===== src/rtl/exception_ctrl_pkg.sv =====
// Shared constants for the MEM-stage exception controller: cause codes,
// CP0 register addresses, flag-vector bit positions and handler layout.
package exception_ctrl_pkg;

  localparam logic [4:0] EXC_CODE_INT  = 5'h00;
  localparam logic [4:0] EXC_CODE_ADEL = 5'h04;
  localparam logic [4:0] EXC_CODE_ADES = 5'h05;
  localparam logic [4:0] EXC_CODE_SYS  = 5'h08;
  localparam logic [4:0] EXC_CODE_BP   = 5'h09;
  localparam logic [4:0] EXC_CODE_RI   = 5'h0a;
  localparam logic [4:0] EXC_CODE_OV   = 5'h0c;
  localparam logic [4:0] EXC_CODE_TR   = 5'h0d;
  localparam logic [4:0] EXC_CODE_ERET = 5'h0e;

  localparam logic [4:0] CP0_REG_STATUS = 5'd12;
  localparam logic [4:0] CP0_REG_CAUSE  = 5'd13;
  localparam logic [4:0] CP0_REG_EPC    = 5'd14;
  localparam logic [4:0] CP0_REG_EBASE  = 5'd15;
  localparam logic [2:0] CP0_SEL_0      = 3'd0;
  localparam logic [2:0] CP0_SEL_EBASE  = 3'd1;

  localparam int EXC_BIT_FETCH_ADEL = 0;
  localparam int EXC_BIT_RI         = 1;
  localparam int EXC_BIT_OV         = 2;
  localparam int EXC_BIT_TR         = 3;
  localparam int EXC_BIT_SYS        = 4;
  localparam int EXC_BIT_BP         = 5;
  localparam int EXC_BIT_ERET       = 6;
  localparam int EXC_BIT_LOAD_ADEL  = 7;
  localparam int EXC_BIT_ADES       = 8;

  localparam logic [31:0] EXC_HANDLER_OFS = 32'h0000_0180;
  localparam logic [31:0] EXC_BASE_FIXED  = 32'hBFC0_0200;

  typedef enum logic [1:0] {
    ST_IDLE     = 2'd0,
    ST_REDIRECT = 2'd1,
    ST_HOLD     = 2'd2
  } exc_state_e;

endpackage


===== src/rtl/exception_ctrl_prio_enc.sv =====
// Per-slot exception priority encoder: interrupt first, then the flag
// vector from fetch ADEL down to store ADES.
module exc_prio_enc
  import exception_ctrl_pkg::*;
#(
  parameter int EXC_VEC_W = 9
) (
  input  logic                 valid_i,
  input  logic                 int_i,
  input  logic [EXC_VEC_W-1:0] exc_vec_i,
  output logic                 has_exc_o,
  output logic [4:0]           code_o,
  output logic                 eret_o
);

  always_comb begin
    has_exc_o = 1'b1;
    code_o    = EXC_CODE_INT;
    eret_o    = 1'b0;
    if (int_i) begin
      code_o = EXC_CODE_INT;
    end else if (!valid_i) begin
      has_exc_o = 1'b0;
    end else if (exc_vec_i[EXC_BIT_FETCH_ADEL]) begin
      code_o = EXC_CODE_ADEL;
    end else if (exc_vec_i[EXC_BIT_RI]) begin
      code_o = EXC_CODE_RI;
    end else if (exc_vec_i[EXC_BIT_OV]) begin
      code_o = EXC_CODE_OV;
    end else if (exc_vec_i[EXC_BIT_TR]) begin
      code_o = EXC_CODE_TR;
    end else if (exc_vec_i[EXC_BIT_SYS]) begin
      code_o = EXC_CODE_SYS;
    end else if (exc_vec_i[EXC_BIT_BP]) begin
      code_o = EXC_CODE_BP;
    end else if (exc_vec_i[EXC_BIT_ERET]) begin
      code_o = EXC_CODE_ERET;
      eret_o = 1'b1;
    end else if (exc_vec_i[EXC_BIT_LOAD_ADEL]) begin
      code_o = EXC_CODE_ADEL;
    end else if (exc_vec_i[EXC_BIT_ADES]) begin
      code_o = EXC_CODE_ADES;
    end else begin
      has_exc_o = 1'b0;
    end
  end

endmodule


===== src/rtl/exception_ctrl.sv =====
// Dual-slot MEM-stage exception controller with registered redirect FSM.
// Optional macro EXC_EBASE_EN: handler base taken from CP0 EBase.
//
// state       | meaning
// IDLE        | accepting exceptions/interrupts
// REDIRECT    | first flush cycle, new_pc_o presented to fetch
// HOLD        | fetch stalled, flush and new_pc_o held until it accepts
module exception_ctrl
  import exception_ctrl_pkg::*;
#(
  parameter int EXC_VEC_W = 9
) (
  input  logic                 clk,
  input  logic                 rst,
  input  logic                 valid_i1,
  input  logic                 valid_i2,
  input  logic [31:0]          pc_i1,
  input  logic [31:0]          pc_i2,
  input  logic                 dslot_i1,
  input  logic                 dslot_i2,
  input  logic [EXC_VEC_W-1:0] exc_vec_i1,
  input  logic [EXC_VEC_W-1:0] exc_vec_i2,
  input  logic [31:0]          mem_addr_i,
  input  logic [31:0]          cp0_status_i,
  input  logic [31:0]          cp0_cause_i,
  input  logic [31:0]          cp0_epc_i,
  input  logic [31:0]          cp0_ebase_i,
  input  logic                 cp0_we_i,
  input  logic [4:0]           cp0_waddr_i,
  input  logic [2:0]           cp0_wsel_i,
  input  logic [31:0]          cp0_wdata_i,
  input  logic                 mem_stall_i,
  input  logic                 if_stall_i,
  output logic                 exception_flag_o,
  output logic [4:0]           excepttype_o,
  output logic                 exception_inst_sel_o,
  output logic [31:0]          exc_mem_addr_o,
  output logic                 flush_o,
  output logic [31:0]          new_pc_o,
  output logic                 busy_o
);

  logic [31:0] status_eff, cause_eff, epc_eff, handler_base, target;
  logic        wr_sel0, int_pend, int1, int2;
  logic        has1, has2, eret1, eret2, exc_accept;
  logic [4:0]  code1, code2;
  logic        unused_sig;

  exc_state_e  state_q, state_d;
  logic        flush_q, flush_d, busy_q, busy_d;
  logic [31:0] new_pc_q, new_pc_d;

  // mtc0 in the same cycle must be visible to the exception decision
  assign wr_sel0    = cp0_we_i && (cp0_wsel_i == CP0_SEL_0);
  assign status_eff = (wr_sel0 && cp0_waddr_i == CP0_REG_STATUS) ? cp0_wdata_i : cp0_status_i;
  assign cause_eff  = (wr_sel0 && cp0_waddr_i == CP0_REG_CAUSE)
                      ? {cp0_cause_i[31:10], cp0_wdata_i[9:8], cp0_cause_i[7:0]} : cp0_cause_i;
  assign epc_eff    = (wr_sel0 && cp0_waddr_i == CP0_REG_EPC) ? cp0_wdata_i : cp0_epc_i;

  assign int_pend = (|(cause_eff[15:8] & status_eff[15:8])) && status_eff[0] && !status_eff[1];
  assign int1     = int_pend && valid_i1;
  assign int2     = int_pend && !valid_i1 && valid_i2;

`ifdef EXC_EBASE_EN
  logic [31:0] ebase_eff;
  assign ebase_eff    = (cp0_we_i && cp0_waddr_i == CP0_REG_EBASE && cp0_wsel_i == CP0_SEL_EBASE)
                        ? cp0_wdata_i : cp0_ebase_i;
  assign handler_base = {ebase_eff[31:12], 12'h000};
  assign unused_sig   = ^{pc_i1, pc_i2, dslot_i1, dslot_i2, ebase_eff[11:0],
                          status_eff[31:16], status_eff[7:2], cause_eff[31:16], cause_eff[7:0]};
`else
  assign handler_base = EXC_BASE_FIXED;
  assign unused_sig   = ^{pc_i1, pc_i2, dslot_i1, dslot_i2, cp0_ebase_i,
                          status_eff[31:16], status_eff[7:2], cause_eff[31:16], cause_eff[7:0]};
`endif

  exc_prio_enc #(.EXC_VEC_W(EXC_VEC_W)) u_enc1 (
    .valid_i   (valid_i1),
    .int_i     (int1),
    .exc_vec_i (exc_vec_i1),
    .has_exc_o (has1),
    .code_o    (code1),
    .eret_o    (eret1)
  );

  exc_prio_enc #(.EXC_VEC_W(EXC_VEC_W)) u_enc2 (
    .valid_i   (valid_i2),
    .int_i     (int2),
    .exc_vec_i (exc_vec_i2),
    .has_exc_o (has2),
    .code_o    (code2),
    .eret_o    (eret2)
  );

  assign exc_accept = !rst && (state_q == ST_IDLE) && !mem_stall_i && (has1 || has2);
  assign target     = (has1 ? eret1 : eret2) ? epc_eff : handler_base + EXC_HANDLER_OFS;

  assign exception_flag_o     = exc_accept;
  assign excepttype_o         = exc_accept ? (has1 ? code1 : code2) : 5'h00;
  assign exception_inst_sel_o = rst ? 1'b0 : (exc_accept ? has1 : 1'b1);
  assign exc_mem_addr_o       = rst ? 32'h0 : mem_addr_i;

  always_comb begin
    state_d  = state_q;
    flush_d  = flush_q;
    busy_d   = busy_q;
    new_pc_d = new_pc_q;
    case (state_q)
      ST_IDLE: begin
        flush_d = 1'b0;
        busy_d  = 1'b0;
        if (exc_accept) begin
          state_d  = ST_REDIRECT;
          flush_d  = 1'b1;
          busy_d   = 1'b1;
          new_pc_d = target;
        end
      end
      ST_REDIRECT, ST_HOLD: begin
        if (if_stall_i) begin
          state_d = ST_HOLD;
          flush_d = 1'b1;
          busy_d  = 1'b1;
        end else begin
          state_d = ST_IDLE;
          flush_d = 1'b0;
          busy_d  = 1'b0;
        end
      end
      default: begin
        state_d = ST_IDLE;
        flush_d = 1'b0;
        busy_d  = 1'b0;
      end
    endcase
  end

  always_ff @(posedge clk) begin
    if (rst) begin
      state_q  <= ST_IDLE;
      flush_q  <= 1'b0;
      busy_q   <= 1'b0;
      new_pc_q <= 32'h0;
    end else begin
      state_q  <= state_d;
      flush_q  <= flush_d;
      busy_q   <= busy_d;
      new_pc_q <= new_pc_d;
    end
  end

  assign flush_o  = flush_q;
  assign busy_o   = busy_q;
  assign new_pc_o = new_pc_q;

endmodule


===== config.mk =====
export PLATFORM = sky130hd
export DESIGN_NAME = exception_ctrl
export DESIGN_NICKNAME = d
export VERILOG_FILES = /design/src/rtl/exception_ctrl_pkg.sv /design/src/rtl/exception_ctrl_prio_enc.sv /design/src/rtl/exception_ctrl.sv
export SDC_FILE = /design/constraint.sdc
export NUM_CORES = 1
export LEC_CHECK = 0
export BUFFER_PORTS_ARGS = -buffer_cell sky130_fd_sc_hd__buf_2
export CAP_MARGIN = 10
export CORE_AREA = 2 2 142 144
export DETAILED_ROUTE_END_ITERATION = 16
export DIE_AREA = 0 0 144 146
export SETUP_SLACK_MARGIN = 0.2
export SKIP_CTS_REPAIR_TIMING = 1
export SYNTH_ARGS = -nofsm -noshare
export SYNTH_HDL_FRONTEND = slang
export SYNTH_HIERARCHICAL = 1
export SYNTH_SLANG_ARGS = --single-unit

===== constraint.sdc =====
create_clock -name clk -period 4.38 [get_ports clk]
set_input_delay 0.438 -clock clk [delete_from_list [all_inputs] [get_ports clk]]
set_output_delay 0.438 -clock clk [all_outputs]
set_load 0.005 [all_outputs]

-- Word-level counts from Yosys, hierarchy flattened
Cells that the tools add are included.
- mux-type cells: 78
- bitwise operators: 1
- reductions and logical operators: 22
- equality and inequality tests: 6
- operators with widths (cell ; number):
    two-way mux 5 bit ; 22
    two-way mux 32 bit ; 3
    two-way mux 1 bit ; 45
    two-way mux 16 bit ; 1
    equality test 5 x 4 -> 1 bit, second input constant ; 3
    logical AND 1 bit ; 12
    two-way mux 10 bit ; 1
    bitwise AND 8 bit ; 1
    OR reduction 8 bit ; 1
    two-way mux 3 bit ; 2
    logical NOT 1 bit ; 4
    two-way mux 2 bit ; 2
    one-hot mux 2 bit (2 select lines) ; 1
    logical NOT 3 bit ; 1
    equality test 2 x 1 -> 1 bit, second input constant ; 1
    equality test 2 bit, second input constant ; 1
    logical NOT 2 bit ; 1
    != test 2 bit, second input constant ; 1
    one-hot mux 1 bit (2 select lines) ; 1
    AND reduction 2 bit ; 1
    OR reduction 2 bit ; 1
    logical OR 1 bit ; 1
- register bits: 35
- output and inout port bits: 73

-- Longest topological paths before layout
- depth in word-level cells: 15
- mapped depth: 13
- gate-level depth less buffers: 10

-- Cells and area by module
The synthesis kept the hierarchy.
- modules (own cells, without submodules) (module ; cells an instance ; times used ; area an instance (um^2) ; seq. area each (um^2)):
    exception_ctrl ; 241 ; 1 ; 2084.5 ; 700.7
    exc_prio_enc ; 23 ; 2 ; 145.1 ; 0.0

-- Worst setup path after synthesis
OpenSTA, ideal clock, no wires.
- path kind: input-to-output
- start: input cp0_wsel_i[1]
- end: output excepttype_o[0]
- arrival: 3.185 ns
- path buffers: 3
- setup slack: 0.757 ns
- cell stages on the path: 12
- path through: or4b_1 > buf_2 > nor3_1 > mux2_2 > a21oi_1 > nor2_1 > a31oi_1 > buf_2 > nor2_1 > or3b_2 > clkbuf_1 > nor3_1
- RTL lines (what ; line ; text):
    start: declaration ; exception_ctrl.sv:30 ; input logic [2:0] cp0_wsel_i,
    logical NOT 3 bit * ; exception_ctrl.sv:54 ; assign wr_sel0 = cp0_we_i && (cp0_wsel_i == CP0_SEL_0);
    logical AND 1 bit * ; exception_ctrl.sv:54 ;
    logical AND 1 bit (on tied branches) ; exception_ctrl.sv:56, exception_ctrl.sv:55 ;
    two-way mux 10 bit / two-way mux 16 bit (equally long branches) ; exception_ctrl.sv:57, exception_ctrl.sv:55 ;
    bitwise AND 8 bit ; exception_ctrl.sv:60 ; assign int_pend = (|(cause_eff[15:8] & status_eff[15:8])) && status_eff[0] && !status_eff[1];
    OR reduction 8 bit ; exception_ctrl.sv:60 ;
    logical AND 1 bit ; exception_ctrl.sv:60 ;
    logical AND 1 bit * ; exception_ctrl.sv:60 ;
    logical AND 1 bit * ; exception_ctrl.sv:61 ; assign int1 = int_pend && valid_i1;
    named net int1 ; exception_ctrl.sv:44 ; logic wr_sel0, int_pend, int1, int2;
    two-way mux 1 bit * ; exception_ctrl_prio_enc.sv:20 ; if (int_i) begin
    named net has1 ; exception_ctrl.sv:45 ; logic has1, has2, eret1, eret2, exc_accept;
    logical OR 1 bit ; exception_ctrl.sv:95 ; assign exc_accept = !rst && (state_q == ST_IDLE) && !mem_stall_i && (has1 || has2);
    logical AND 1 bit ; exception_ctrl.sv:95 ;
    two-way mux 5 bit * ; exception_ctrl.sv:99 ; assign excepttype_o = exc_accept ? (has1 ? code1 : code2) : 5'h00;
    end: declaration ; exception_ctrl.sv:35 ; output logic [4:0] excepttype_o,
Mark *: on every way through the listed nets, which the timed path passes. The rest lies on a longest branch.

-- Worst setup path after layout
- start: input cp0_wsel_i[1]
- end: output excepttype_o[3]
Same word-level chain as after synthesis.

==> out/metrics.cfg <==
[outcome]
status=completed

[yosys]
synth-simple-area-share_pct=31.2
synth-compound-area-share_pct=18.0
synth_top_family_by_area=simple AND/OR/NAND/NOR gates
synth_fa_ha_area_share_pct=1.58
synth_xor_xnor_area_share_pct=0
yosys_warnings=6
synth_ff_type=dfxtp_1
async_flop_share_pct=0
syn_avg_cell_area_um2=8.27
synthMuxAreaShare_pct=13.2
synthDistinctLibCells=39
synth_edf_count=0
synth_nets=581
ys_seq_area_share_pct=29.5
syn_inst=287
netlist_area_um2=2370
ys_seq_elements=35

[timing]
hold_viol=0
skew_ns=0.00316
tightestPinTransition_ns=1.04
fmax_mhz=258
rsz0062_at_grt=no
max_slew_margin_pct=30.3
finalMaxSlewViolations=0
final.min_clock_period_ns=3.88
setup_violations=0
worst_slack_ns=0.500
post-route-period-util_pct=88.6
fin_tns_setup_ns=0

[detailed_routing]
drc=0
wl_per_cell_um=13.3
drt_iter0_markers=98
first_pass_iters=4
postRouteAntennaNets=0
wl_mm=10.1
vias=2880
drt-vias-per-instance=3.77

[clocking]
clock_latency_ns=0.29
cts_buffers=5
clk_pin_slew_ns=0.06
cts.sinks=35
cts_max_level=2
cts-root-buf=clkbuf_16
clockBufferDepth=2
cts_tree=yes

[cells_and_area]
drive_above_1_share_pct=50.5
area_growth_pct=65.1
nets=790
nFillCells=2185
regArea_um2=701
multiInputGateArea_um2=1560

[floorplan]
placementRows=51
die_w_um=144
die_area_um2=21000
start_util_pct=12.3
die_y_um=146
core_area_um2=19300
io_pins=364

[min_path]
min_path_type=input pin to flop
min-delay-start=cp0_wdata_i[25]
hold_path_end=new_pc_o[25]
whs_path_depth=3

[setup_path]
cp.arrival_ns=3.44
cp_cell_sequence=buf_2 -> or4b_1 -> nor3_2 -> mux2_2 -> a21oi_2 -> nor2_1 -> a31oi_1 -> nor2_1 -> or3b_2 -> nor3_1 -> buf_2
worst_path_max_delay_cell=or4b_1
critical_path_required_ns=3.94
path_class=input pin to output pin
max_stage_delay_ns=0.69
rr_startpoint=state_q[0]
end_kind=output pin
r2r_setup_slack_ns=2.33
worstSetupStartpointType=input pin
ff2ff_path_depth=6
cp_num_buf_inv=2
r2r-end=new_pc_o[0]
crit_fanout=12
crit_family=simple AND/OR/NAND/NOR gates

[grt]
grt_pass1_vias=2822
antenna_found_initial=1
grtUsageTotal_pct=9.26
grt_max_degree=58
grt_overflow=0
grt_pass1_wl_mm=14.6

[pwr]
p_total_mw=1.04
peakVddDrop_mv=0.134
power.density_nw_per_um2=266
p_leak_nw=1.96

[job]
cap_violations=0

[placement]
routabilityCongestion=0.788
portBuffers=218
hpwl_mm=8.10
place_ws_ns=0.233

[cell type report]
cell class,count,share of cell area [%]
tap,265,8.46
antenna,1,0.0638
timing repair buffer,224,29.0
sequential,35,17.9
clock buffer,6,3.54
clock inverter,2,0.989
multi-input combinational,227,39.8
inverter,3,0.287
[power by group]
part           internal (mW)  switching [mW]  total (mW)
Sequential             0.338          0.0107       0.349
Clock                  0.287           0.159       0.446
Combinational          0.125           0.125       0.250
Total                  0.749           0.295        1.04
[sequential cells by signal (all words and copies together), names as in the netlist]
register,cells
state_q,2
busy_o,1
new_pc_o,32
[logic make-up (layout without fill, tap and decap cells)]
group           count (synthesis)  count (layout)
compound gates                 54              54
simple gates                  137             137
fa+ha+maj                       3               3
mux                            31              31
flops                          35              35
other cells                     2               3
buf+inv                        25             235
[how the worst max path moves through the flow]
stage,start,end,slack [ns],depth (start not counted)
after floorplan,cp0_wsel_i[1],excepttype_o[0],0.76,12
after global placement,cp0_wsel_i[1],excepttype_o[3],0.26,11
after detailed placement,cp0_wsel_i[1],new_pc_o[6],0.23,12
after CTS,cp0_wsel_i[1],excepttype_o[2],0.24,11
after global routing,cp0_wsel_i[1],excepttype_o[2],0.24,11
final,cp0_wsel_i[1],excepttype_o[3],0.50,11
[synthesized netlist by cell type, drive strengths merged (2+ instances only)]
cell	instances	area, µm²
or3	2	17.5
o2bb2ai	20	175
a21oi	5	25.0
nor3	17	85.1
nand3	4	20.0
mux2	3	33.8
a22oi	8	60.1
nor2	30	113
buf	10	88.8
inv	3	11.3
o31a	2	17.5
a31oi	2	12.5
mux2i	28	280
ha	3	37.5
conb	2	7.51
nor4b	4	47.6
o21ai	3	15.0
nor4	5	43.8
dfxtp	35	701
clkbuf	12	45.0
nor3b	3	32.5
nand2	30	113
nor2b	37	231
a311oi	12	105
[routing by layer]
| metal | share of wire, % | wire (µm) | track usage (%) |
|---|---|---|---|
| met1 | 39 | 3960 | 9.29 |
| met2 | 51 | 5140 | 17.9 |
| met3 | 8.9 | 903 | 3.06 |
| met4 | 1.3 | 129 | 2.60 |
| met5 | 0 | 0 | 0 |
[cells in the final DEF (no fill, tap or decap), drive strengths merged, types with 4 or more instances in the layout]
cell     instances
nor2b           37
nor3            17
mux2i           28
a22oi            8
nor4             5
o2bb2ai         20
buf            224
clkbuf           6
nand2           30
a311oi          12
nor2            30
nand3            4
inv              4
dfxtp           35
nor4b            4
a21oi            5
[metrics by stage]
| stage | area [µm²] | instances | hold slack [ns] | utilization, % |
|---|---|---|---|---|
| final | 3920 | 763 | 0.404 | 20.3 |
| after global routing | 3920 | 762 | 0.412 | 20.3 |
| after CTS | 3900 | 762 | 0.388 | 20.2 |
| after detailed placement | 3720 | 754 | 0.442 | 19.2 |
| after global placement | 3720 | 754 | 0.441 | 19.2 |
| after floorplan | 2370 | 287 | 0.456 | - |
[worst reg2reg max path, cell delays in order (launching register included)]
cell,delay [ns]
dfxtp_1,0.33
inv_1,0.08
ha_1,0.20
or3b_2,0.60
or3_1,0.39
buf_4,0.22
o2bb2ai_1,0.16
No activity file was read; power rests on OpenSTA's default activity.
